[config.mk]
export PLATFORM = sky130hd
export DESIGN_NAME = mem_ctrl
export DESIGN_NICKNAME = d
export VERILOG_FILES = /design/src/rtl/mem_ctrl.sv
export SDC_FILE = /design/constraint.sdc
export NUM_CORES = 1
export LEC_CHECK = 0
export ABC_AREA = 1
export CAP_MARGIN = 20
export CELL_PAD_IN_SITES_DETAIL_PLACEMENT = 0
export CELL_PAD_IN_SITES_GLOBAL_PLACEMENT = 1
export CORE_MARGIN = 4
export CORE_UTILIZATION = 35
export DETAILED_ROUTE_END_ITERATION = 6
export PLACE_DENSITY = 0.81
export SLEW_MARGIN = 25
export SYNTH_ARGS = -nofsm -noshare
export SYNTH_HDL_FRONTEND = slang
export SYNTH_SLANG_ARGS = --single-unit
[constraint.sdc]
create_clock -name clk -period 3.19 [get_ports clk]
set_input_delay 0.638 -clock clk [delete_from_list [all_inputs] [get_ports clk]]
set_output_delay 0.638 -clock clk [all_outputs]
set_load 0.005 [all_outputs]
[src/rtl/mem_ctrl.sv]
`default_nettype none
// ============================================================================
//  Module      : mem_ctrl
//  Description : Byte-serial memory controller that arbitrates instruction
//                fetch and load/store requests onto an 8-bit synchronous RAM
//                port. One transaction at a time: 1, 2 or 4 bytes,
//                little-endian. The RAM read latency is two edges.
//  Revision    : 1.0 - initial release
// ============================================================================
module mem_ctrl (
    input  logic        clk,
    input  logic        rst,
    input  logic        rdy,
    input  logic        if_req,
    input  logic [31:0] if_addr,
    output logic        if_done,
    output logic [31:0] if_inst,
    input  logic        mem_req,
    input  logic        mem_we,
    input  logic [31:0] mem_addr,
    input  logic [31:0] mem_wdata,
    input  logic [1:0]  mem_len,
    output logic        mem_done,
    output logic [31:0] mem_rdata,
    input  logic [7:0]  ram_din,
    output logic [7:0]  ram_dout,
    output logic [31:0] ram_addr,
    output logic        ram_wr,
    output logic        stall_if,
    output logic        stall_mem
);

    typedef enum logic [1:0] {
        S_IDLE = 2'd0,
        S_BUSY = 2'd1,
        S_DONE = 2'd2
    } state_t;

    state_t      r_state;
    state_t      w_next_state;

    logic [2:0]  r_cnt;        // BUSY edges elapsed since acceptance
    logic [2:0]  r_len;        // transaction length in bytes (1, 2 or 4)
    logic        r_we;
    logic        r_own_mem;    // 1 = load/store port owns the transaction
    logic [31:0] r_wdata;
    logic [31:0] r_buf;        // read bytes assembled so far
    logic [31:0] r_ram_addr;
    logic [7:0]  r_ram_dout;
    logic        r_ram_wr;
    logic        r_if_done;
    logic        r_mem_done;
    logic [31:0] r_if_inst;
    logic [31:0] r_mem_rdata;

    logic        w_accept;
    logic        w_take_mem;
    logic [2:0]  w_req_len;
    logic [2:0]  w_k;          // index of the edge being processed (E1, E2, ...)
    logic [1:0]  w_cap_idx;
    logic        w_capture;
    logic        w_finish;
    logic [31:0] w_buf_next;
    logic [7:0]  w_wbyte;

    // The load/store port wins when both ports request in the same cycle.
    assign w_take_mem = mem_req;
    assign w_accept   = (r_state == S_IDLE) && (mem_req || if_req);
    assign w_req_len  = !w_take_mem        ? 3'd4 :
                        (mem_len == 2'd0)  ? 3'd1 :
                        (mem_len == 2'd1)  ? 3'd2 : 3'd4;

    assign w_k        = r_cnt + 3'd1;
    // Byte presented after edge Ei is captured at edge E(i+2).
    assign w_cap_idx  = w_k[1:0] - 2'd2;
    assign w_capture  = (r_state == S_BUSY) && !r_we && (w_k >= 3'd2);
    assign w_finish   = (r_state == S_BUSY) &&
                        (r_we ? (w_k == r_len) : (w_k == r_len + 3'd1));
    assign w_buf_next = r_buf | ({24'd0, ram_din} << {w_cap_idx, 3'b000});
    assign w_wbyte    = r_wdata[{w_k[1:0], 3'b000} +: 8];

    assign if_done    = r_if_done;
    assign if_inst    = r_if_inst;
    assign mem_done   = r_mem_done;
    assign mem_rdata  = r_mem_rdata;
    assign ram_dout   = r_ram_dout;
    assign ram_addr   = r_ram_addr;
    assign ram_wr     = r_ram_wr;
    assign stall_if   = !rst && if_req  && !r_if_done;
    assign stall_mem  = !rst && mem_req && !r_mem_done;

    // State register; rst overrides rdy.
    always_ff @(posedge clk) begin
        if (rst) begin
            r_state <= S_IDLE;
        end else begin
            r_state <= w_next_state;
        end
    end

    // Next-state decode; nothing advances while rdy is low.
    always_comb begin
        w_next_state = r_state;
        if (rdy) begin
            case (r_state)
                S_IDLE:  if (w_accept) w_next_state = S_BUSY;
                S_BUSY:  if (w_finish) w_next_state = S_DONE;
                S_DONE:  w_next_state = S_IDLE;
                default: w_next_state = S_IDLE;
            endcase
        end
    end

    // Datapath: latch request, walk RAM addresses, capture bytes, pulse done.
    always_ff @(posedge clk) begin
        if (rst) begin
            r_cnt       <= 3'd0;
            r_len       <= 3'd0;
            r_we        <= 1'b0;
            r_own_mem   <= 1'b0;
            r_wdata     <= 32'd0;
            r_buf       <= 32'd0;
            r_ram_addr  <= 32'd0;
            r_ram_dout  <= 8'd0;
            r_ram_wr    <= 1'b0;
            r_if_done   <= 1'b0;
            r_mem_done  <= 1'b0;
            r_if_inst   <= 32'd0;
            r_mem_rdata <= 32'd0;
        end else if (rdy) begin
            case (r_state)
                S_IDLE: begin
                    if (w_accept) begin
                        r_cnt      <= 3'd0;
                        r_buf      <= 32'd0;
                        r_len      <= w_req_len;
                        r_own_mem  <= w_take_mem;
                        r_we       <= w_take_mem && mem_we;
                        r_wdata    <= w_take_mem ? mem_wdata : 32'd0;
                        r_ram_addr <= w_take_mem ? mem_addr : if_addr;
                        r_ram_wr   <= w_take_mem && mem_we;
                        r_ram_dout <= w_take_mem ? mem_wdata[7:0] : 8'd0;
                    end
                end
                S_BUSY: begin
                    r_cnt <= w_k;
                    if (w_k < r_len) begin
                        r_ram_addr <= r_ram_addr + 32'd1;
                        r_ram_dout <= w_wbyte;
                    end
                    if (w_capture) begin
                        r_buf <= w_buf_next;
                    end
                    if (w_finish) begin
                        r_ram_wr <= 1'b0;
                        if (r_own_mem) begin
                            r_mem_done <= 1'b1;
                            if (!r_we) r_mem_rdata <= w_buf_next;
                        end else begin
                            r_if_done <= 1'b1;
                            r_if_inst <= w_buf_next;
                        end
                    end
                end
                S_DONE: begin
                    r_if_done  <= 1'b0;
                    r_mem_done <= 1'b0;
                end
                default: begin
                    r_ram_wr <= 1'b0;
                end
            endcase
        end
    end

endmodule
`default_nettype wire

## Word-level counts from Yosys, hierarchy flattened

Cells that the tools add are included.

| storage, ports and cells | value |
|---|---|
| flip-flop bits (word level) | 181 |
| input port bits | 112 |

| cells by class | value |
|---|---|
| add/sub/neg operators | 4 |
| magnitude comparators | 2 |
| equality and inequality tests | 11 |
| shift operators | 2 |
| mux-type cells | 30 |
| bitwise logic cells | 4 |
| reductions and logical operators | 28 |

Operators with widths:

| cell | number |
|---|---|
| $mux 32 | 6 |
| $pmux 32 s2 | 2 |
| $add 32x1->32 const B | 1 |
| $or 32x32->32 | 1 |
| $shiftx 32x6->8 | 1 |
| $shl 8x5->32 | 1 |
| $mux 8 | 3 |
| $reduce_and 4->1 | 6 |
| $pmux 8 s2 | 1 |
| $mux 3 | 4 |
| $ne 2x2->1 const B | 5 |
| $logic_and 1x1->1 | 9 |
| $reduce_and 3->1 | 3 |
| $mux 1 | 7 |
| $add 3x1->3 const B | 2 |
| $eq 3x3->1 | 2 |
| $pmux 3 s2 | 1 |
| $reduce_and 5->1 | 1 |
| $eq 2x1->1 const B | 2 |
| $logic_not 1->1 | 4 |
| $logic_not 2->1 | 2 |
| $mux 2 | 2 |
| $pmux 1 s2 | 2 |
| $pmux 2 s2 | 1 |
| other kinds (9) | 12 |

## Logic depth before layout (Yosys ltp)

Gate-level depths: netlist of run 1.

| depth | value |
|---|---|
| word-level depth | 6 |
| depth in mapped cells | 13 |
| gate-level depth less buffers | 12 |

## Worst setup path before layout of run 1

OpenSTA, ideal clock, no wires.

| path | value |
|---|---|
| path kind | input to output |
| from | input port rst |
| to | output port stall_if |
| data arrival time | 1.295 ns |
| required time | 2.552 ns |
| slack | 1.257 ns |
| cell stages on the path | 5 |
| path buffers | 2 |
| cells stage by stage | clkbuf_1 inv_1 buf_1 nand2_1 nor2_1 |

| between the ends | value |
|---|---|
| word-level cells in the longest chain between the ends | 3 |

RTL lines:

| element | line | RTL |
|---|---|---|
| start, declared | 12 | `input logic rst,` |
| $logic_not 1->1 | 89 | `assign stall_if = !rst && if_req && !r_if_done;` |
| $logic_and 1x1->1 (2 in a row) | 89 |  |
| end, declared | 29 | `output logic stall_if,` |

Every way passes these cells.

## Worst setup path in the final report of run 1

| path | value |
|---|---|
| from | register r_cnt[1] |
| to | register r_buf[12] |

| between the ends | value |
|---|---|
| word-level cells in the longest chain between the ends | 6 |
| elaborated cells between the ends (all ways) | 10 |
| those cells by class | add/sub: 2; order compare: 1; eq/ne: 1; shift: 1; mux: 2; bitwise: 1; reduce/logical: 2 |

RTL lines:

| element | line | RTL |
|---|---|---|
| start, declared | 42 | `logic [2:0] r_cnt;` |
| start signal, assigned | 146 | `r_cnt <= w_k;` |
| $add 3x1->3 * | 73 | `assign w_k = r_cnt + 3'd1;` |
| $sub 2x2->2 | 75 | `assign w_cap_idx = w_k[1:0] - 2'd2;` |
| $shl 8x5->32 | 79 | `assign w_buf_next = r_buf \| ({24'd0, ram_din} << {w_cap_idx, 3'b000});` |
| $or 32x32->32 | 79 |  |
| $mux 32 | 151 | `if (w_capture) begin` |
| $pmux 32 s2 | 131 | `case (r_state)` |
| end signal, assigned | 152 | `r_buf <= w_buf_next;` |
| end, declared | 47 | `logic [31:0] r_buf;` |

Mark *: on every way between the ends. The rest lies on a longest branch, timed or not. The select of a mux whose other input is x is not followed.
A chain may end at the register's enable or synchronous reset.

==> reports/metrics.cfg, run 1 <==
[die]
core_area_um2=24500
die-area_um2=27800
num_io_pins=221
die_x_um=167
die_h_um=167
rows=57
start_util_pct=35.9

[power]
peakVddDrop_mv=0.331
leakage_uw=0.00432
power.density_nw_per_um2=479

[timing]
max_slew_margin_pct=34.1
setup_viol=0
fin_skew_ns=0.0129
final-hold-violation-count=0
slew_violations=0
timing.setup.tns_ns=0
rsz0062_at_grt=false
finalCritPeriodShare_pct=84.1
fin_crit_ns=2.68
worst_pin_slew_ns=0.987
timing.fmax_mhz=373

[yosys]
synth-edff-count=0
yosys-top-cells-count=275 x nand2_1, 181 x dfxtp_1, 168 x nor2_1, 157 x a21oi_1, 133 x o21ai_0
yosysMostFrequentCell=nand2_1
synth.cell_area_um2=8820
syn_avg_cell_area_um2=6.80
synthCells=1297
yosysTopAreaCellShare_pct=41.1
synth_area_leader_cell=dfxtp_1
yosys_warnings=0
synth-seq-cells=181
synth.distinct_cells=34
ys.flop_type=dfxtp_1
synthTopCellsByArea=dfxtp_1 41%, nand2_1 12%, a21oi_1 8.9%
ys_seq_area_share_pct=41.1
async_flop_share_pct=0
synth_nets=1415

[final_layout]
final_nets=1585
drive_gt1_share_pct=5.54
area_delta_synth_final_pct=33.4
stdcell_count=1804
num_antenna_cells=0

[clock_network]
cts_resized=0
clockBufferDepth=2
clock-sinks=181
insertion_delay_ns=0.43
path_clk_slew_ns=0.07
post-cts-setup-buffers=0
cts_root_buf=clkbuf_16
tritoncts=built
ctsHtreeMaxLevel=4
cts_buffers=17
ctsHoldBuffers=0

[critical_path]
path_max_fanout=28
r2r_cells=10
critPathKind=flip-flop to flip-flop
rr_startpoint=r_cnt[1]
regToRegEndpoint=r_buf[12]
worstPathArrival_ns=2.97
reg2reg_slack_ns=0.51
start_kind=flip-flop
cp_data_required_time_ns=3.47
end_kind=flip-flop

[min_path]
hold_start=ram_wr
hold_path_class=flip-flop to flip-flop
min_path_cells=2
hold_end=ram_wr

[drt]
antenna_left=0
drc=0
wl_um=30600
wl_per_cell_um=17.0
avgViaCountPerCell=5.14
vias=9268
first_iter_violations=618
first_pass_iters=4

[job]
max_cap_violations=0

[global_route]
grt_usage_pct=21.6
grt_pass1_vias=8962
antenna_found_initial=0
grt-ovfl-total=0
grt_max_degree=70
grt_pass1_wl_um=49300

[place]
post-dp-hpwl_um=21400
port_buffers=220
dp.cells=1772
gp_congestion=0.884

[run_status]
outcome=completed

worst max-delay path by stage:
stage,from,to,slack [ns],cells after the start
6_report,r_cnt[1],r_buf[12],0.51,10
5_1_grt,r_cnt[1],r_buf[19],0.29,10
4_1_cts,r_cnt[1],r_buf[12],0.52,10
3_5_place_dp,r_cnt[1],r_buf[21],0.50,10
3_3_place_gp,rdy,ram_addr[14],0.56,9
2_1_floorplan,rst,stall_if,1.26,5
flip-flops by register name, summed over array words and instances (netlist names):
register,flops
if_inst,32
mem_rdata,32
r_buf,32
r_wdata,32
ram_addr,32
ram_dout,8
r_cnt,3
r_len,3
r_state,2
if_done,1
mem_done,1
r_own_mem,1
r_we,1
ram_wr,1
per-layer routing:
layer | global-route usage (%) | vias up | share of wire [%]
met5 | 0 | - | 0
met4 | 5.73 | 0 | 1.8
met3 | 3.86 | 35 | 4.9
met2 | 34.2 | 263 | 45
met1 | 30.4 | 4287 | 48
li1 | - | 4683 | -
where the power goes:
group / internal, uW / switching, uW / leakage, uW
logic: 437 / 601 / 0.00257
registers: 2370 / 110 / 0.00147
clock network: 1120 / 1010 / 0.000283
cells by family (layout without fill, tap and decap cells):
kind of cell,count (synthesis),after routing,synth area share [%]
fa+ha+maj,6,6,0.851
xor+xnor,8,8,0.795
flops,181,181,41.1
compound gates,378,378,23.1
buf+inv,152,335,7.36
simple gates,572,572,26.8
critical path, cell delays in order, from the launching register on:
cell,delay (ns)
dfxtp_1,0.36
inv_1,0.05
ha_1,0.33
inv_4,0.14
nor2_1,0.12
a21oi_1,0.09
nor2_2,0.75
nor2_4,0.27
buf_4,0.28
nand3_1,0.08
a21oi_1,0.06
cell type report:
type	count	area, um2
Inverter	60	228
Timing Repair Buffer	243	2370
Clock inverter	14	160
Fill cell	2531	12800
Clock buffer	18	429
Multi-Input combinational cell	964	4550
Tap cell	324	405
Sequential cell	181	3620
layout by cell type (no fill, tap or decap), types with 4 or more instances in the layout:
cell             count
ha_1                 6
nor2_1             168
clkdlybuf4s50_1    218
inv_1               55
a31oi_1              8
buf_4               24
a21oi_1            157
o22ai_1              5
nand4_1              5
dfxtp_1            181
o21bai_1            16
nor2_2               5
o21ai_1             30
nand3b_1             4
inv_2                4
inv_6                4
nand2_1            275
nand3_1             74
o21ai_0            133
nor3_1              33
a22oi_1              8
clkbuf_16           17
o221ai_1             7
a31o_2               8
xor2_1               8
metrics by stage:
step	total power, uW	utilization, %	area (um2)	hold WS, ns	worst slack [ns]
finish	5640	48.0	11800	0.465	0.507
global route	5910	48.0	11800	0.486	0.286
CTS	5690	48.0	11800	0.466	0.522
detailed placement	3560	45.6	11200	0.454	0.504
global placement	3550	45.6	11200	0.448	0.561
floorplan	3080	-	8820	0.439	1.26
(Power assumes the default switching activity.)
==> run 2: changes to the inputs <==
==> constraint.sdc (replaced) <==
create_clock -name clk -period 2.5 [get_ports clk]
set_input_delay 0.5 -clock clk [delete_from_list [all_inputs] [get_ports clk]]
set_output_delay 0.5 -clock clk [all_outputs]
set_load 0.005 [all_outputs]
==> reports/metrics.cfg, run 2 (synthesis gave the netlist of run 1 again) <==
[clock_network]
post-cts-setup-buffers=0
cts_resized=0
insertion_delay_ns=0.44
ctsHoldBuffers=0
ctsHtreeMaxLevel=4
cts_buffers=17
tritoncts=built
clockBufferDepth=2
clock-sinks=181
cts_root_buf=clkbuf_16
path_clk_slew_ns=0.07

[timing]
timing.fmax_mhz=431
setup_viol=0
slew_violations=0
timing.setup.tns_ns=0
rsz0062_at_grt=false
final-hold-violation-count=0
worst_pin_slew_ns=0.731
fin_skew_ns=0.0136
finalCritPeriodShare_pct=92.8
fin_crit_ns=2.32
max_slew_margin_pct=51.2
whs_ns=0.464

[place]
placed_area_um2=11300
gp_congestion=0.909
port_buffers=220
post-dp-hpwl_um=21700

[min_path]
hold_path_class=flip-flop to flip-flop

[global_route]
grt_pass1_wl_um=49000
grt_usage_pct=21.4
grt_max_degree=70
antenna_found_initial=0
grt_pass1_vias=8907
grt-ovfl-total=0

[drt]
drc=0
wl_um=30400
wl_per_cell_um=16.8
avgViaCountPerCell=5.12
vias=9279
antenna_left=0
first_pass_iters=7
first_iter_violations=686

[power]
leakage_uw=0.00442
power.density_nw_per_um2=609
peakVddDrop_mv=0.377

[die]
core_area_um2=24500
die_h_um=167
rows=57
start_util_pct=35.9
die-area_um2=27800
die_x_um=167
num_io_pins=221

[final_layout]
area_delta_synth_final_pct=35.5
final_nets=1595
final_area_um2=12000
final_common_cell=nand2_1
drive_gt1_share_pct=6.17
num_antenna_cells=0
n_fill_cell=2542
final_cell_mix=275 x nand2_1, 218 x clkdlybuf4s50_1, 181 x dfxtp_1

[critical_path]
end_kind=output port
critPathKind=input port to output port
worstPathArrival_ns=1.82
path_max_fanout=2
cp_data_required_time_ns=2.00
start_kind=input port

[job]
max_cap_violations=0

[run_status]
outcome=completed

run 2: cell count changes in the layout (fill, tap and decap cells not counted), sizes merged:
cell | before | now
clkinvlp | 2 | 0
clkinv | 4 | 7
bufinv | 1 | 0
buf | 25 | 35
run 2: worst max-delay path: stages:
cell and delay [ns]:
clkdlybuf4s50_1 0.49, nand2_1 0.15, nor2_1 0.15, clkdlybuf4s50_1 0.53
run 2: final cells by class:
type	count	area, um2	area share [%]
clock inverter	14	173	1.44
multi-input combinational	964	4550	38.1
sequential	181	3620	30.3
tap	324	405	3.39
inverter	60	228	1.91
timing repair buffer	253	2530	21.2
clock buffer	18	439	3.67
run 2: through the flow:
step           setup WS [ns]  std cells  utilization [%]  total power, uW
6_report               0.180       1814             48.7             7280
5_1_grt               0.0249       1814             48.7             7630
4_1_cts                0.184       1814             48.7             7350
3_5_place_dp           0.184       1782             46.2             4600
3_3_place_gp           0.232       1782             46.2             4590
2_1_floorplan          0.577       1297                -             3920
run 2: layer usage:
layer | part of all wire (%) | GRT usage (%) | vias to the layer above
met5 | 0 | 0 | -
met4 | 1.4 | 4.80 | 0
met3 | 5.8 | 4.05 | 30
met2 | 46 | 34.6 | 300
met1 | 47 | 29.8 | 4241
li1 | - | - | 4708
run 2: worst paths after layout:
path                    start           end  slack [ns]  cells past startpoint
setup / recovery       if_req      stall_if        0.18                      4
setup reg to reg     r_cnt[0]  mem_rdata[8]        0.24                     11
hold / removal    if_inst[17]   if_inst[17]        0.46                      2
hold reg to reg   if_inst[17]   if_inst[17]        0.46                      2
run 2: power by group:
group	internal (uW)	total (uW)	switching, uW
combinational	601	1370	771
clock	1390	2740	1360
sequential	3020	3160	140
total	5010	7280	2270
